## src/rtl/step_seq.sv

```systemverilog
// step_seq: turns FDC STEP/DIR into two-phase-on coil patterns for a
// four-coil unipolar stepper, holds the head busy while it settles,
// tracks the cylinder and drives the active-low TRK00 output.
// Optional build macro: HALF_STEP_EN selects 8-entry half-step drive, where
// each FDC step becomes two half-steps that each settle for SETTLE_CYCLES/2.
//
// Handshake: step_n/dir_sel are level inputs from the FDC with no ready
// path. A request is the falling edge of the synchronised step_n while
// enable=1. It is taken immediately in IDLE/HOLD, parked one-deep while
// stepping or settling, and a request that cannot be honoured raises
// step_err for one cycle.
module step_seq #(
  parameter int SETTLE_CYCLES = 36000,
  parameter int HOLD_CYCLES   = 1200000,
  parameter int MAX_TRACK     = 80
) (
  input  logic       clk,
  input  logic       rst,
  input  logic       enable,
  input  logic       step_n,
  input  logic       dir_sel,
  input  logic       t00_sens,
  output logic [3:0] step_drv,
  output logic       track_0,
  output logic [6:0] track_num,
  output logic       busy,
  output logic       step_err,
  output logic [1:0] state_dbg
);

  typedef enum logic [1:0] {
    S_IDLE   = 2'd0,
    S_STEP   = 2'd1,
    S_SETTLE = 2'd2,
    S_HOLD   = 2'd3
  } state_t;

  localparam int SW = $clog2(SETTLE_CYCLES + 1);
  localparam int HW = $clog2(HOLD_CYCLES + 1);
`ifdef HALF_STEP_EN
  localparam int PW         = 3;
  localparam int SETTLE_LEN = (SETTLE_CYCLES / 2 > 0) ? SETTLE_CYCLES / 2 : 1;
`else
  localparam int PW         = 2;
  localparam int SETTLE_LEN = SETTLE_CYCLES;
`endif
  localparam logic [SW-1:0] SETTLE_LOAD = SW'(SETTLE_LEN - 1);
  localparam logic [HW-1:0] HOLD_LOAD   = HW'(HOLD_CYCLES - 1);
  localparam logic [6:0]    TRACK_TOP   = 7'(MAX_TRACK - 1);

  // Coil pattern for a phase index.
  function automatic logic [3:0] coil_pattern(input logic [PW-1:0] ph);
    logic [3:0] pat;
`ifdef HALF_STEP_EN
    case (ph)
      3'd0:    pat = 4'b0001;
      3'd1:    pat = 4'b0011;
      3'd2:    pat = 4'b0010;
      3'd3:    pat = 4'b0110;
      3'd4:    pat = 4'b0100;
      3'd5:    pat = 4'b1100;
      3'd6:    pat = 4'b1000;
      default: pat = 4'b1001;
    endcase
`else
    case (ph)
      2'd0:    pat = 4'b0011;
      2'd1:    pat = 4'b0110;
      2'd2:    pat = 4'b1100;
      default: pat = 4'b1001;
    endcase
`endif
    return pat;
  endfunction

  // Outward (d=1) walks the table backwards, inward forwards; wraps mod size.
  function automatic logic [PW-1:0] phase_step(input logic [PW-1:0] ph, input logic d);
    return d ? ph - PW'(1) : ph + PW'(1);
  endfunction

  // Outward saturates at cylinder 0 so an unsynchronised head can be homed.
  function automatic logic [6:0] track_step(input logic [6:0] t, input logic d);
    if (d) return (t == 7'd0) ? 7'd0 : t - 7'd1;
    return t + 7'd1;
  endfunction

  function automatic logic at_top(input logic d, input logic [6:0] t);
    return !d && (t == TRACK_TOP);
  endfunction

  function automatic logic at_home(input logic d, input logic [6:0] t, input logic s);
    return d && (t == 7'd0) && s;
  endfunction

  state_t        state_q, state_d;
  logic [PW-1:0] phase_q, phase_d;
  logic [6:0]    track_q, track_d;
  logic [3:0]    drv_q, drv_d;
  logic [SW-1:0] settle_q, settle_d;
  logic [HW-1:0] hold_q, hold_d;
  logic          pend_q, pend_d;
  logic          pend_dir_q, pend_dir_d;
  logic          err_q, err_d;
  logic          t0_q;
  logic          step_s1_q, step_s2_q, step_s3_q;
  logic          dir_s1_q, dir_s2_q;
`ifdef HALF_STEP_EN
  logic          half2_q, half2_d;
  logic          dir_q, dir_d;
`endif

  logic       req, req_dir, new_req;
  logic       rest_state;
  logic [6:0] track_base;
  logic       eff_pend, eff_dir;
  logic       launch, launch_dir, launch_trk;

  assign req        = step_s3_q & ~step_s2_q;
  assign req_dir    = dir_s2_q;
  assign new_req    = req & enable;
  assign rest_state = (state_q == S_IDLE) || (state_q == S_HOLD);
  // While parked, the sensor is authoritative for cylinder 0.
  assign track_base = (rest_state && t00_sens) ? 7'd0 : track_q;
  assign eff_pend   = pend_q | new_req;
  assign eff_dir    = pend_q ? pend_dir_q : req_dir;

  // Two-flop synchronisers plus the previous-value flop for edge detection.
  always_ff @(posedge clk or negedge rst) begin
    if (!rst) begin
      step_s1_q <= 1'b1;
      step_s2_q <= 1'b1;
      step_s3_q <= 1'b1;
      dir_s1_q  <= 1'b1;
      dir_s2_q  <= 1'b1;
    end else begin
      step_s1_q <= step_n;
      step_s2_q <= step_s1_q;
      step_s3_q <= step_s2_q;
      dir_s1_q  <= dir_sel;
      dir_s2_q  <= dir_s1_q;
    end
  end

  // Next-state logic: one place decides whether a step launches, the shared
  // block after the case applies the phase/coil/track update.
  always_comb begin
    state_d    = state_q;
    phase_d    = phase_q;
    track_d    = track_q;
    drv_d      = drv_q;
    settle_d   = settle_q;
    hold_d     = hold_q;
    pend_d     = pend_q;
    pend_dir_d = pend_dir_q;
    err_d      = 1'b0;
    launch     = 1'b0;
    launch_dir = 1'b0;
    launch_trk = 1'b1;
`ifdef HALF_STEP_EN
    half2_d    = half2_q;
    dir_d      = dir_q;
`endif
    case (state_q)
      S_IDLE: begin
        drv_d   = 4'b0000;
        track_d = track_base;
        if (new_req) begin
          if (at_top(req_dir, track_base)) begin
            err_d = 1'b1;
          end else if (!at_home(req_dir, track_base, t00_sens)) begin
            launch     = 1'b1;
            launch_dir = req_dir;
          end
        end
      end
      S_STEP: begin
        settle_d = SETTLE_LOAD;
        state_d  = S_SETTLE;
        if (new_req) begin
          if (pend_q) err_d = 1'b1;
          else begin
            pend_d     = 1'b1;
            pend_dir_d = req_dir;
          end
        end
      end
      S_SETTLE: begin
        if (settle_q != '0) begin
          settle_d = settle_q - SW'(1);
          if (new_req) begin
            if (pend_q) err_d = 1'b1;
            else begin
              pend_d     = 1'b1;
              pend_dir_d = req_dir;
            end
          end
        end else begin
`ifdef HALF_STEP_EN
          if (half2_q) begin
            launch     = 1'b1;
            launch_dir = dir_q;
            launch_trk = 1'b0;
            if (new_req) begin
              if (pend_q) err_d = 1'b1;
              else begin
                pend_d     = 1'b1;
                pend_dir_d = req_dir;
              end
            end
          end else
`endif
          if (!enable) begin
            state_d = S_IDLE;
            drv_d   = 4'b0000;
            pend_d  = 1'b0;
          end else if (eff_pend) begin
            pend_d = 1'b0;
            if (pend_q && new_req) err_d = 1'b1;
            if (at_top(eff_dir, track_q)) begin
              err_d   = 1'b1;
              state_d = S_HOLD;
              hold_d  = HOLD_LOAD;
            end else if (at_home(eff_dir, track_q, t00_sens)) begin
              state_d = S_HOLD;
              hold_d  = HOLD_LOAD;
            end else begin
              launch     = 1'b1;
              launch_dir = eff_dir;
            end
          end else begin
            state_d = S_HOLD;
            hold_d  = HOLD_LOAD;
          end
        end
      end
      S_HOLD: begin
        track_d = track_base;
        if (!enable) begin
          state_d = S_IDLE;
          drv_d   = 4'b0000;
        end else if (new_req && !at_top(req_dir, track_base) &&
                     !at_home(req_dir, track_base, t00_sens)) begin
          launch     = 1'b1;
          launch_dir = req_dir;
        end else begin
          if (new_req && at_top(req_dir, track_base)) err_d = 1'b1;
          if (hold_q == '0) begin
            state_d = S_IDLE;
            drv_d   = 4'b0000;
          end else begin
            hold_d = hold_q - HW'(1);
          end
        end
      end
      default: state_d = S_IDLE;
    endcase

    if (launch) begin
      state_d = S_STEP;
      phase_d = phase_step(phase_q, launch_dir);
      drv_d   = coil_pattern(phase_d);
      if (launch_trk) track_d = track_step(track_base, launch_dir);
`ifdef HALF_STEP_EN
      half2_d = launch_trk;
      dir_d   = launch_dir;
`endif
    end
  end

  // Sequencer state; async reset aborts any step in flight.
  always_ff @(posedge clk or negedge rst) begin
    if (!rst) begin
      state_q    <= S_IDLE;
      phase_q    <= '0;
      track_q    <= 7'd0;
      drv_q      <= 4'b0000;
      settle_q   <= '0;
      hold_q     <= '0;
      pend_q     <= 1'b0;
      pend_dir_q <= 1'b0;
      err_q      <= 1'b0;
`ifdef HALF_STEP_EN
      half2_q    <= 1'b0;
      dir_q      <= 1'b0;
`endif
    end else begin
      state_q    <= state_d;
      phase_q    <= phase_d;
      track_q    <= track_d;
      drv_q      <= drv_d;
      settle_q   <= settle_d;
      hold_q     <= hold_d;
      pend_q     <= pend_d;
      pend_dir_q <= pend_dir_d;
      err_q      <= err_d;
`ifdef HALF_STEP_EN
      half2_q    <= half2_d;
      dir_q      <= dir_d;
`endif
    end
  end

  // Registered TRK00: low only when sensor and counter agree on cylinder 0.
  always_ff @(posedge clk or negedge rst) begin
    if (!rst) t0_q <= 1'b1;
    else      t0_q <= ~(t00_sens & (track_q == 7'd0));
  end

  assign step_drv  = drv_q;
  assign track_num = track_q;
  assign busy      = (state_q == S_STEP) || (state_q == S_SETTLE);
  assign step_err  = err_q;
  assign track_0   = t0_q;
  assign state_dbg = state_q;

endmodule

```

## config.mk

```make
export PLATFORM = sky130hd
export DESIGN_NAME = step_seq
export DESIGN_NICKNAME = d
export VERILOG_FILES = /design/src/rtl/step_seq.sv
export SDC_FILE = /design/constraint.sdc
export NUM_CORES = 1
export LEC_CHECK = 0
export CAP_MARGIN = 5
export CORE_UTILIZATION = 52
export CTS_BUF_LIST = sky130_fd_sc_hd__clkbuf_16
export DETAILED_ROUTE_END_ITERATION = 10
export GPL_ROUTABILITY_DRIVEN = 0
export HOLD_SLACK_MARGIN = 0.1
export PLACE_DENSITY = 0.71
export SLEW_MARGIN = 20
export SYNTH_ARGS = -nofsm -noshare
export SYNTH_HDL_FRONTEND = slang
export SYNTH_SLANG_ARGS = --single-unit
```

## constraint.sdc

```tcl
create_clock -name clk -period 3.8 [get_ports clk]
set_clock_uncertainty 0.2 [all_clocks]
set_input_delay 0.76 -clock clk [delete_from_list [all_inputs] [get_ports clk]]
set_output_delay 0.76 -clock clk [all_outputs]
set_load 0.01 [all_outputs]
```

==> impl_metrics.toml <==
[setup_path]
slowest_stage = "a22oi_2"
critical_path.max_stage_delay_ns = 0.55
path_buf_inv = 2
r2r_slack_ns = 0.28
crit_family = "compound AO/OA/AOI/OAI gates"
crit_cells = 12
r2r-start = "state_dbg[0]"
rr_worst_depth = 12
endpoint = "step_drv[3]"
crit_arrival_ns = 3.54
regToRegEndpoint = "step_drv[3]"
cp.required_ns = 3.82
crit_start = "state_dbg[0]"
worstSetupPathType = "reg -> reg"
start_kind = "flop"
end_kind = "flop"
path_cells = "inv_1 -> ha_1 -> nand2b_1 -> nand2_1 -> inv_1 -> ha_1 -> and4_1 -> a41oi_1 -> a22oi_2 -> xor2_2 -> xnor2_1 -> a22o_1"
worstPathMaxFanout = 11

[placed_design]
dpl.hpwl_um = 5907
post-place-ws_ns = 0.02357
io_buffer_count = 21

[logic_synthesis]
muxShareOfSynthArea_pct = 0.5772
syn_inst = 392
synth_warnings = 0
synthAdderAreaFrac_pct = 3.056
synth.area.top_cells = "dfrtp_1 37%, xor2_1 5.0%, nand2_1 4.7%, dfstp_2 4.3%, nand3_1 3.4%"
synth-seq-cells = 61
synth_edf_count = 0
synth-seq-area-share_pct = 41.63
synthSimpleGateAreaFrac_pct = 28.29
synth_top_family_by_area = "simple AND/OR/NAND/NOR gates"
synthDistinctLibCells = 73
yosysTopAreaCellShare_pct = 37.35
synth_flop_cell = "dfrtp_1"
syn_avg_cell_area_um2 = 9.400
synth_top_area_cell = "dfrtp_1"
syn-num-nets = 407
syn_area_um2 = 3685
synth_compound_area_share_pct = 14.70
async_reset_ff_share_pct = 100.0
synth-xor-area-share_pct = 7.572

[clock_tree]
path_clk_slew_ns = 0.05
cts.path.max_buffers = 2
cts_setup_buffers = 0
cts_root_buf = "clkbuf_16"
cts_tree = "built"
cts_hold_buf = 0
clock-sinks = 61
htree_levels = 3
cts_made_buffers = 9
clock_latency_ns = 0.33
post_cts_resized = 0

[route]
viasPerCell = 5.896
drt_first_pass_iters = 5
routedWlPerCell_um = 15.80
drt-initial-drc-count = 173
wirelength_um = 8215
ant_nets = 0
via_count = 3066
drc = 0

[timing]
fin_ws_ns = 0.2802
tns_ns = 0
rsz0062_at_grt = "false"
setup-violations-final = 0
drv_slew = 0
worst_slew_pin_slew_ns = 0.6020
period_share_pct = 92.63
hold_viol_final = 0
finalCriticalPeriod_ns = 3.520
slew_headroom_pct = 59.50
max_freq_ghz = 0.2841

[pwr]
p_int_mw = 1.677
p_clk_share_pct = 27.1
switchingPower_mw = 1.072
powerDensity_nw_per_um2 = 639.2
vdd_drop_max_v = 0.0002953
p_seq_share_pct = 34.5
comb_power_share_pct = 38.3
p_sw_share_pct = 38.99
p_leak_nw = 1.677

[die]
fp.dieH_um = 86.18
coreArea_um2 = 6832
initial_utilization_pct = 53.94
fp-row-count = 30
die_area_um2 = 7427
ioPinCount = 22
chipWidth_um = 86.18

[job]
maxCapViolCount = 0

[global_routing]
grt_pass1_wl_um = 14460
first_global_vias = 3073
gr-total-overflow = 0
grt_usage_pct = 25.02
grt_max_degree = 41
antenna_found_initial = 0

[finish]
layout-drive-gt1-share_pct = 13.68
final_core_util_pct = 62.95
syn2layout_area_growth_pct = 16.71
layout.nets = 434
diodes = 0

[worst_hold_path]
hold_class = "reg -> reg"

[run_status]
status = "finished clean"
Yosys cell counts (6+ instances only):
library cell and count:
a21oi_1 16, buf_2 9, clkbuf_1 6, dfrtp_1 55, dfstp_2 6, ha_1 9, inv_1 15, nand2_1 46
nand3_1 25, nand4_1 9, nor2_1 31, nor2b_1 6, nor3_1 15, nor4_1 8, o21ai_0 6, or4_1 6
xnor2_1 9, xor2_1 21
how the worst min path moves through the flow:
stage | cells after the start | slack [ns] | end | from
2_1_floorplan | 0 | 0.15 | dir_s2_q | dir_s1_q
5_1_grt | 0 | 0.16 | step_s2_q | step_s1_q
3_3_place_gp | 0 | 0.15 | step_s2_q | step_s1_q
3_5_place_dp | 0 | 0.15 | dir_s2_q | dir_s1_q
4_1_cts | 0 | 0.16 | dir_s2_q | dir_s1_q
6_report | 0 | 0.16 | dir_s2_q | dir_s1_q
final cells by class:
| cell class | count | area [um^2] |
|---|---|---|
| clock buffer | 9 | 225.2 |
| clock inverter | 7 | 52.55 |
| fill | 555 | 2531 |
| inverter | 15 | 56.30 |
| multi-input combinational | 298 | 1997 |
| sequential | 61 | 1534 |
| tap | 96 | 120.1 |
| timing repair buffer | 34 | 315.3 |
sequential cells by signal (all words and copies together), names as in the netlist:
name,flops
dir_s1_q,1
dir_s2_q,1
hold_q,21
pend_dir_q,1
pend_q,1
phase_q,2
settle_q,16
state_dbg,2
step_drv,4
step_err,1
step_s1_q,1
step_s2_q,1
step_s3_q,1
track_0,1
track_num,7
layout by cell type, fill, tap and decap left out, drive strengths merged, types with 10 or more instances in the layout:
cell,Yosys,layout
buf,12,14
nor4,12,12
dfrtp,55,55
nand4,10,10
o21ai,11,11
nand2,47,47
xor2,22,22
nor2,31,31
inv,15,15
clkdlybuf4s50,0,20
nor3,17,17
nand3,25,25
a21oi,16,16
metrics by stage:
stage	hold slack (ns)	area (um^2)	cells	power, mW
6_report	0.1554	4300	520	2.749
5_1_grt	0.1584	4300	520	2.935
4_1_cts	0.1569	4300	520	2.765
3_5_place_dp	0.1487	4023	504	2.002
3_3_place_gp	0.1457	4023	504	1.986
2_1_floorplan	0.1452	3685	392	1.646
power groups by stage:
stage | Sequential (mW) | Combinational, mW | Clock [mW]
after global routing | 0.966 | 1.17 | 0.795
after global placement | 0.950 | 1.04 | 0
final | 0.949 | 1.05 | 0.746
after CTS | 0.946 | 1.05 | 0.766
after detailed placement | 0.953 | 1.05 | 0
after floorplan | 0.933 | 0.713 | 0
per-layer routing:
layer | up-vias | track usage, % | share of wire (%)
met1 | 1497 | 33.00 | 47
met5 | - | 0 | 0
met2 | 79 | 39.83 | 47
met4 | 0 | 10.30 | 1.8
li1 | 1477 | - | -
met3 | 13 | 5.810 | 4.5
cell families (layout without fill, tap and decap cells):
family                   count (synthesis)  after routing
AO/OA/AOI/OAI                           73             73
AND/OR/NAND/NOR                        183            183
buffers and inverters                   33             65
adder cells (fa/ha/maj)                  9              9
multiplexers                             2              2
flip-flops                              61             61
XOR/XNOR                                31             31
Note: power is estimated with default switching activity, not from simulation.
